**config.mk**
```make
export PLATFORM = sky130hd
export DESIGN_NAME = pipe_ctrl
export DESIGN_NICKNAME = d
export VERILOG_FILES = /design/src/rtl/pipe_ctrl.sv
export SDC_FILE = /design/constraint.sdc
export NUM_CORES = 1
export LEC_CHECK = 0
export CELL_PAD_IN_SITES_DETAIL_PLACEMENT = 0
export CELL_PAD_IN_SITES_GLOBAL_PLACEMENT = 1
export CORE_MARGIN = 2
export CORE_UTILIZATION = 31
export CTS_BUF_LIST = sky130_fd_sc_hd__clkbuf_4 sky130_fd_sc_hd__clkbuf_8 sky130_fd_sc_hd__clkbuf_16
export CTS_CLUSTER_DIAMETER = 200
export DETAILED_ROUTE_END_ITERATION = 12
export GPL_ROUTABILITY_DRIVEN = 0
export GPL_TIMING_DRIVEN = 0
export PLACE_DENSITY = 0.81
export SLEW_MARGIN = 0
export SYNTH_ARGS = -nofsm -noshare
export SYNTH_HDL_FRONTEND = slang
export SYNTH_SLANG_ARGS = --single-unit
```
**constraint.sdc**
```tcl
create_clock -name clk -period 4.5 [get_ports clk]
set_clock_uncertainty 0.05 [all_clocks]
set_input_delay 1.35 -clock clk [delete_from_list [all_inputs] [get_ports clk]]
set_output_delay 1.35 -clock clk [all_outputs]
set_load 0.02 [all_outputs]
```
**src/rtl/pipe_ctrl.sv**
```systemverilog
// Stall/flush sequencer for the five-stage pipeline: arbitrates freeze, jump flush,
// multiplier fence and ID-stage hazards into per-stage hold/bubble controls.
`ifndef MULT_PPL_STAGE
`define MULT_PPL_STAGE 3
`endif

module pipe_ctrl #(
    parameter int MULT_PPL_STAGE = `MULT_PPL_STAGE,
    parameter int FLUSH_CYCLES   = 2,
    parameter int STALL_TIMEOUT  = 15
) (
    input  logic                      clk,
    input  logic                      rst,
    input  logic                      stall_req_mult,
    input  logic                      stall_req_load,
    input  logic                      ext_stall,
    input  logic                      pc_jump,
    input  logic                      fence_req,
    input  logic [MULT_PPL_STAGE-1:0] mult_uses,
    output logic [4:0]                stall,
    output logic [3:0]                flush,
    output logic                      jump_go,
    output logic                      fence_ack,
    output logic                      busy,
    output logic                      timeout_err,
    output logic [1:0]                state_dbg
);

    localparam int FCW = $clog2(FLUSH_CYCLES + 1);
    localparam int SCW = $clog2(STALL_TIMEOUT + 1);

    typedef enum logic [1:0] {S_RUN, S_FLUSH, S_FREEZE, S_FENCE} state_t;

    state_t           state, state_nx, ret_state, ret_nx, eff_state;
    logic [FCW-1:0]   flush_cnt, flush_cnt_nx;
    logic             jump_pend, jump_pend_nx;
    logic [SCW-1:0]   stall_cnt;
    logic             jump_req;
    logic             mult_busy;

    // FREEZE resumes as the interrupted state, so all decisions use eff_state.
    assign eff_state = (state == S_FREEZE) ? ret_state : state;
    assign jump_req  = pc_jump | jump_pend;
    assign mult_busy = |mult_uses;
    assign busy      = (state != S_RUN);
    assign state_dbg = state;

    always_ff @(posedge clk or negedge rst) begin
        if (!rst) begin
            state       <= S_RUN;
            ret_state   <= S_RUN;
            flush_cnt   <= '0;
            jump_pend   <= 1'b0;
            stall_cnt   <= '0;
            timeout_err <= 1'b0;
        end else begin
            state     <= state_nx;
            ret_state <= ret_nx;
            flush_cnt <= flush_cnt_nx;
            jump_pend <= jump_pend_nx;
            if (!stall[0])
                stall_cnt <= '0;
            else if (stall_cnt != SCW'(STALL_TIMEOUT))
                stall_cnt <= stall_cnt + SCW'(1);
            if (stall[0] && (stall_cnt == SCW'(STALL_TIMEOUT - 1)))
                timeout_err <= 1'b1;
        end
    end

    always_comb begin
        state_nx     = state;
        ret_nx       = ret_state;
        flush_cnt_nx = flush_cnt;
        jump_pend_nx = jump_pend;
        if (ext_stall) begin
            if (state != S_FREEZE)
                ret_nx = state;
            state_nx = S_FREEZE;
            if (pc_jump)
                jump_pend_nx = 1'b1;
        end else if (jump_req) begin
            jump_pend_nx = 1'b0;
            if (FLUSH_CYCLES > 1) begin
                state_nx     = S_FLUSH;
                flush_cnt_nx = FCW'(FLUSH_CYCLES - 1);
            end else begin
                state_nx = S_RUN;
            end
        end else begin
            state_nx = eff_state;
            case (eff_state)
                S_FLUSH: begin
                    flush_cnt_nx = flush_cnt - FCW'(1);
                    if (flush_cnt <= FCW'(1))
                        state_nx = S_RUN;
                end
                S_FENCE: state_nx = mult_busy ? S_FENCE : S_RUN;
                S_RUN:   if (fence_req && mult_busy) state_nx = S_FENCE;
                default: state_nx = S_RUN;
            endcase
        end
    end

    // fence_req is a level request held by the requester until the one-cycle fence_ack.
    always_comb begin
        stall     = 5'b00000;
        flush     = 4'b0000;
        jump_go   = 1'b0;
        fence_ack = 1'b0;
        if (!rst) begin
            flush = 4'b1111;
        end else if (ext_stall) begin
            stall = 5'b11111;
        end else if (jump_req) begin
            jump_go = 1'b1;
            flush   = 4'b0011;
        end else begin
            case (eff_state)
                S_FLUSH: flush = 4'b0001;
                S_FENCE: begin
                    if (mult_busy) begin
                        stall = 5'b00011;
                        flush = 4'b0010;
                    end else begin
                        fence_ack = 1'b1;
                    end
                end
                S_RUN: begin
                    if (fence_req) begin
                        if (mult_busy) begin
                            stall = 5'b00011;
                            flush = 4'b0010;
                        end else begin
                            fence_ack = 1'b1;
                        end
                    end else if (stall_req_mult || stall_req_load) begin
                        stall = 5'b00011;
                        flush = 4'b0010;
                    end
                end
                default: ;
            endcase
        end
    end

endmodule

```
==> flow_summary.yaml, run 1 <==
worst_setup_path:
  worst-setup-path-type: "input port to primary output"
  crit_arrival_ns: 2.88
  end_kind: "primary output"
  cp.required_ns: 3.10
  path_max_fanout: 3
  startpoint_type: "input port"
cts:
  clkSinkCount: 12
  htreeDepth: 1
  clk_pin_slew_ns: 0.08
  clk_path_buf_depth: 2
  cts_tree: "built"
  root_buffer: "clkbuf_4"
  clock_latency_ns: 0.28
  numCtsBuffers: 3
sta:
  setup_violations: 0
  finalCritPeriodShare_pct: 95.2
  rsz0062_at_grt: "no"
  slew_violations: 0
  setup_tns_ns: 0
  fin_ws_ns: 0.215
  relSlewSlack_pct: 74.7
  finalHoldViolCount: 0
  final.min_clock_period_ns: 4.28
  tightest_slew_ns: 0.376
  fmax_mhz: 233
finish:
  n_antenna_cell: 0
  num-fill-cells: 226
  drive_above_1_share_pct: 20.4
  stdcell_count: 131
  syn2layout_area_growth_pct: 45.1
  final-seq-area_um2: 300
  nNetsFinal: 117
  multiInputGateArea_um2: 418
synthesis:
  synth_flop_cell: "dfrtp_1"
  yosysUniqueCellTypes: 35
  synth_top_cell_by_area: "dfrtp_1"
  synth_seq_cells: 12
  yosysWarnings: 0
  ys_seq_area_share_pct: 39.7
  synth-edff-count: 0
  synth_area_um2: 757
  syn-num-nets: 88
  synth.avg_cell_area_um2: 10.1
  ys_top_cells_by_area: "dfrtp_1 40%, ha_1 5.0%, o211a_1 4.0%, buf_4 4.0%, and4bb_1 3.3%"
  netlist.area_leader.share_pct: 39.7
  postSynthCellCount: 75
  synth_common_cells: "12 x dfrtp_1, 6 x inv_1, 6 x nand2_1"
  synth.most_common_cell: "dfrtp_1"
  async_reset_ff_share_pct: 100
grt:
  grt_max_degree: 18
  overflow: 0
  grt_first_pass_wirelength_um: 2860
  antenna_found_initial: 0
  grt_pass1_vias: 654
  grt.total_usage_pct: 14.2
die:
  die_y_um: 53.4
  rows: 17
  core_area_um2: 2250
  fp.dieArea_um2: 2850
  initial_utilization_pct: 33.6
  die_w_um: 53.4
  num_io_pins: 25
job:
  cap_violations: 0
route:
  wire_per_inst_um: 12.3
  firstDrtPassIters: 4
  wirelength_um: 1620
  drtIter0Drc: 10
  drc_errors: 0
  drtAntennaViolNets: 0
  vias: 674
  avgViaCountPerCell: 5.15
power:
  leakage_nw: 0.540
  p_per_area_nw_per_um2: 279
  ir_worst_vdd_uv: 130
placed_design:
  hpwl_um: 1240
  place_ws_ns: -0.732
  io_buffers: 23
  place_inst: 126
worst_hold_path:
  hp-class: "register to register"
run_status:
  status: "finished clean"
## layout make-up
cell class	count	share of cell area, %
multi-input cells	51	38.0
plain buffers	6	4.21
well taps	28	3.19
repair buffers	24	21.9
inverters	6	2.05
flip-flops and latches	12	27.3
clock buffers	4	3.30
## cell usage in the layout (no fill, tap or decap), drive strengths merged, types with 3 or more instances in the layout
master / instances
ha: 3
clkbuf: 5
nor2: 4
dfrtp: 12
o211a: 3
buf: 7
nor3: 3
inv: 6
a21oi: 4
clkdlybuf4s50: 18
nand2: 6
## worst paths after layout
| path | start | endpoint | slack, ns | depth (start not counted) |
|---|---|---|---|---|
| min in group asynchronous | rst | jump_pend | 1.02 | 1 |
| worst min-delay path | timeout_err | timeout_err | 0.43 | 1 |
| worst max register to register | state_dbg[0] | timeout_err | 2.75 | 6 |
| worst min register to register | timeout_err | timeout_err | 0.43 | 1 |
| max in group asynchronous | rst | ret_state[1] | 3.10 | 1 |
| worst max-delay path | fence_req | flush[1] | 0.22 | 6 |
## power by group
part / switching, mW / internal (mW)
registers: 0.0104 / 0.116
clock network: 0.0383 / 0.0492
logic: 0.0464 / 0.0458
## flip-flops by register name, indices dropped and copies added, names as in the netlist
name         count
flush_cnt        2
jump_pend        1
ret_state        2
stall_cnt        4
state_dbg        2
timeout_err      1
## what timing repair did
action / in CTS / in global routing
buffers inserted: 1 / 0
gates resized for setup: 8 / 3
hold buffers: 0 / 0
pin swaps: 1 / 0
setup endpoints to repair: 9 / 2
## through the flow
step | hold slack, ns | util [%] | power, mW | cell area (um2)
6_report | 0.431 | 48.7 | 0.306 | 1100
5_1_grt | 0.459 | 48.7 | 0.325 | 1100
4_1_cts | 0.434 | 48.0 | 0.306 | 1080
3_5_place_dp | 0.414 | 45.3 | 0.216 | 1020
3_3_place_gp | 0.399 | 45.3 | 0.215 | 1020
2_1_floorplan | 0.407 | - | 0.179 | 757
## kinds of logic (layout without fill, tap and decap cells)
| family | count (synthesis) | after routing | synth area share [%] |
|---|---|---|---|
| xor+xnor | 1 | 1 | 1.16 |
| fa+ha+maj | 3 | 3 | 4.96 |
| mux | 1 | 1 | 1.32 |
| buf+inv | 12 | 40 | 9.09 |
| simple gates | 27 | 27 | 21.8 |
| flops | 12 | 12 | 39.7 |
| compound gates | 19 | 19 | 22.0 |
## layer usage
metal / track usage (%) / vias up / wire length, um
li1: - / 328 / -
met1: 16.6 / 321 / 728
met2: 23.3 / 20 / 744
met3: 1.98 / 5 / 90
met4: 10.3 / 0 / 54
met5: 0 / - / 0
## critical path: stages
cell and delay [ns]:
clkdlybuf4s50_1 0.54, and4bb_1 0.26, a221oi_4 0.06, or2_1 0.28, a21oi_1 0.15, dlymetal6s2s_1 0.24
No activity file was read; power rests on OpenSTA's default activity.
==> run 2, diff against run 1 <==
--- a/config.mk
+++ b/config.mk
@@ -11,6 +11,7 @@
 export CORE_UTILIZATION = 31
 export CTS_BUF_LIST = sky130_fd_sc_hd__clkbuf_4 sky130_fd_sc_hd__clkbuf_8 sky130_fd_sc_hd__clkbuf_16
 export CTS_CLUSTER_DIAMETER = 200
+export CTS_CLUSTER_SIZE = 14
 export DETAILED_ROUTE_END_ITERATION = 12
 export GPL_ROUTABILITY_DRIVEN = 0
 export GPL_TIMING_DRIVEN = 0
==> results of run 2 <==
The final DEF is identical to that of run 1; final timing and power are the same.
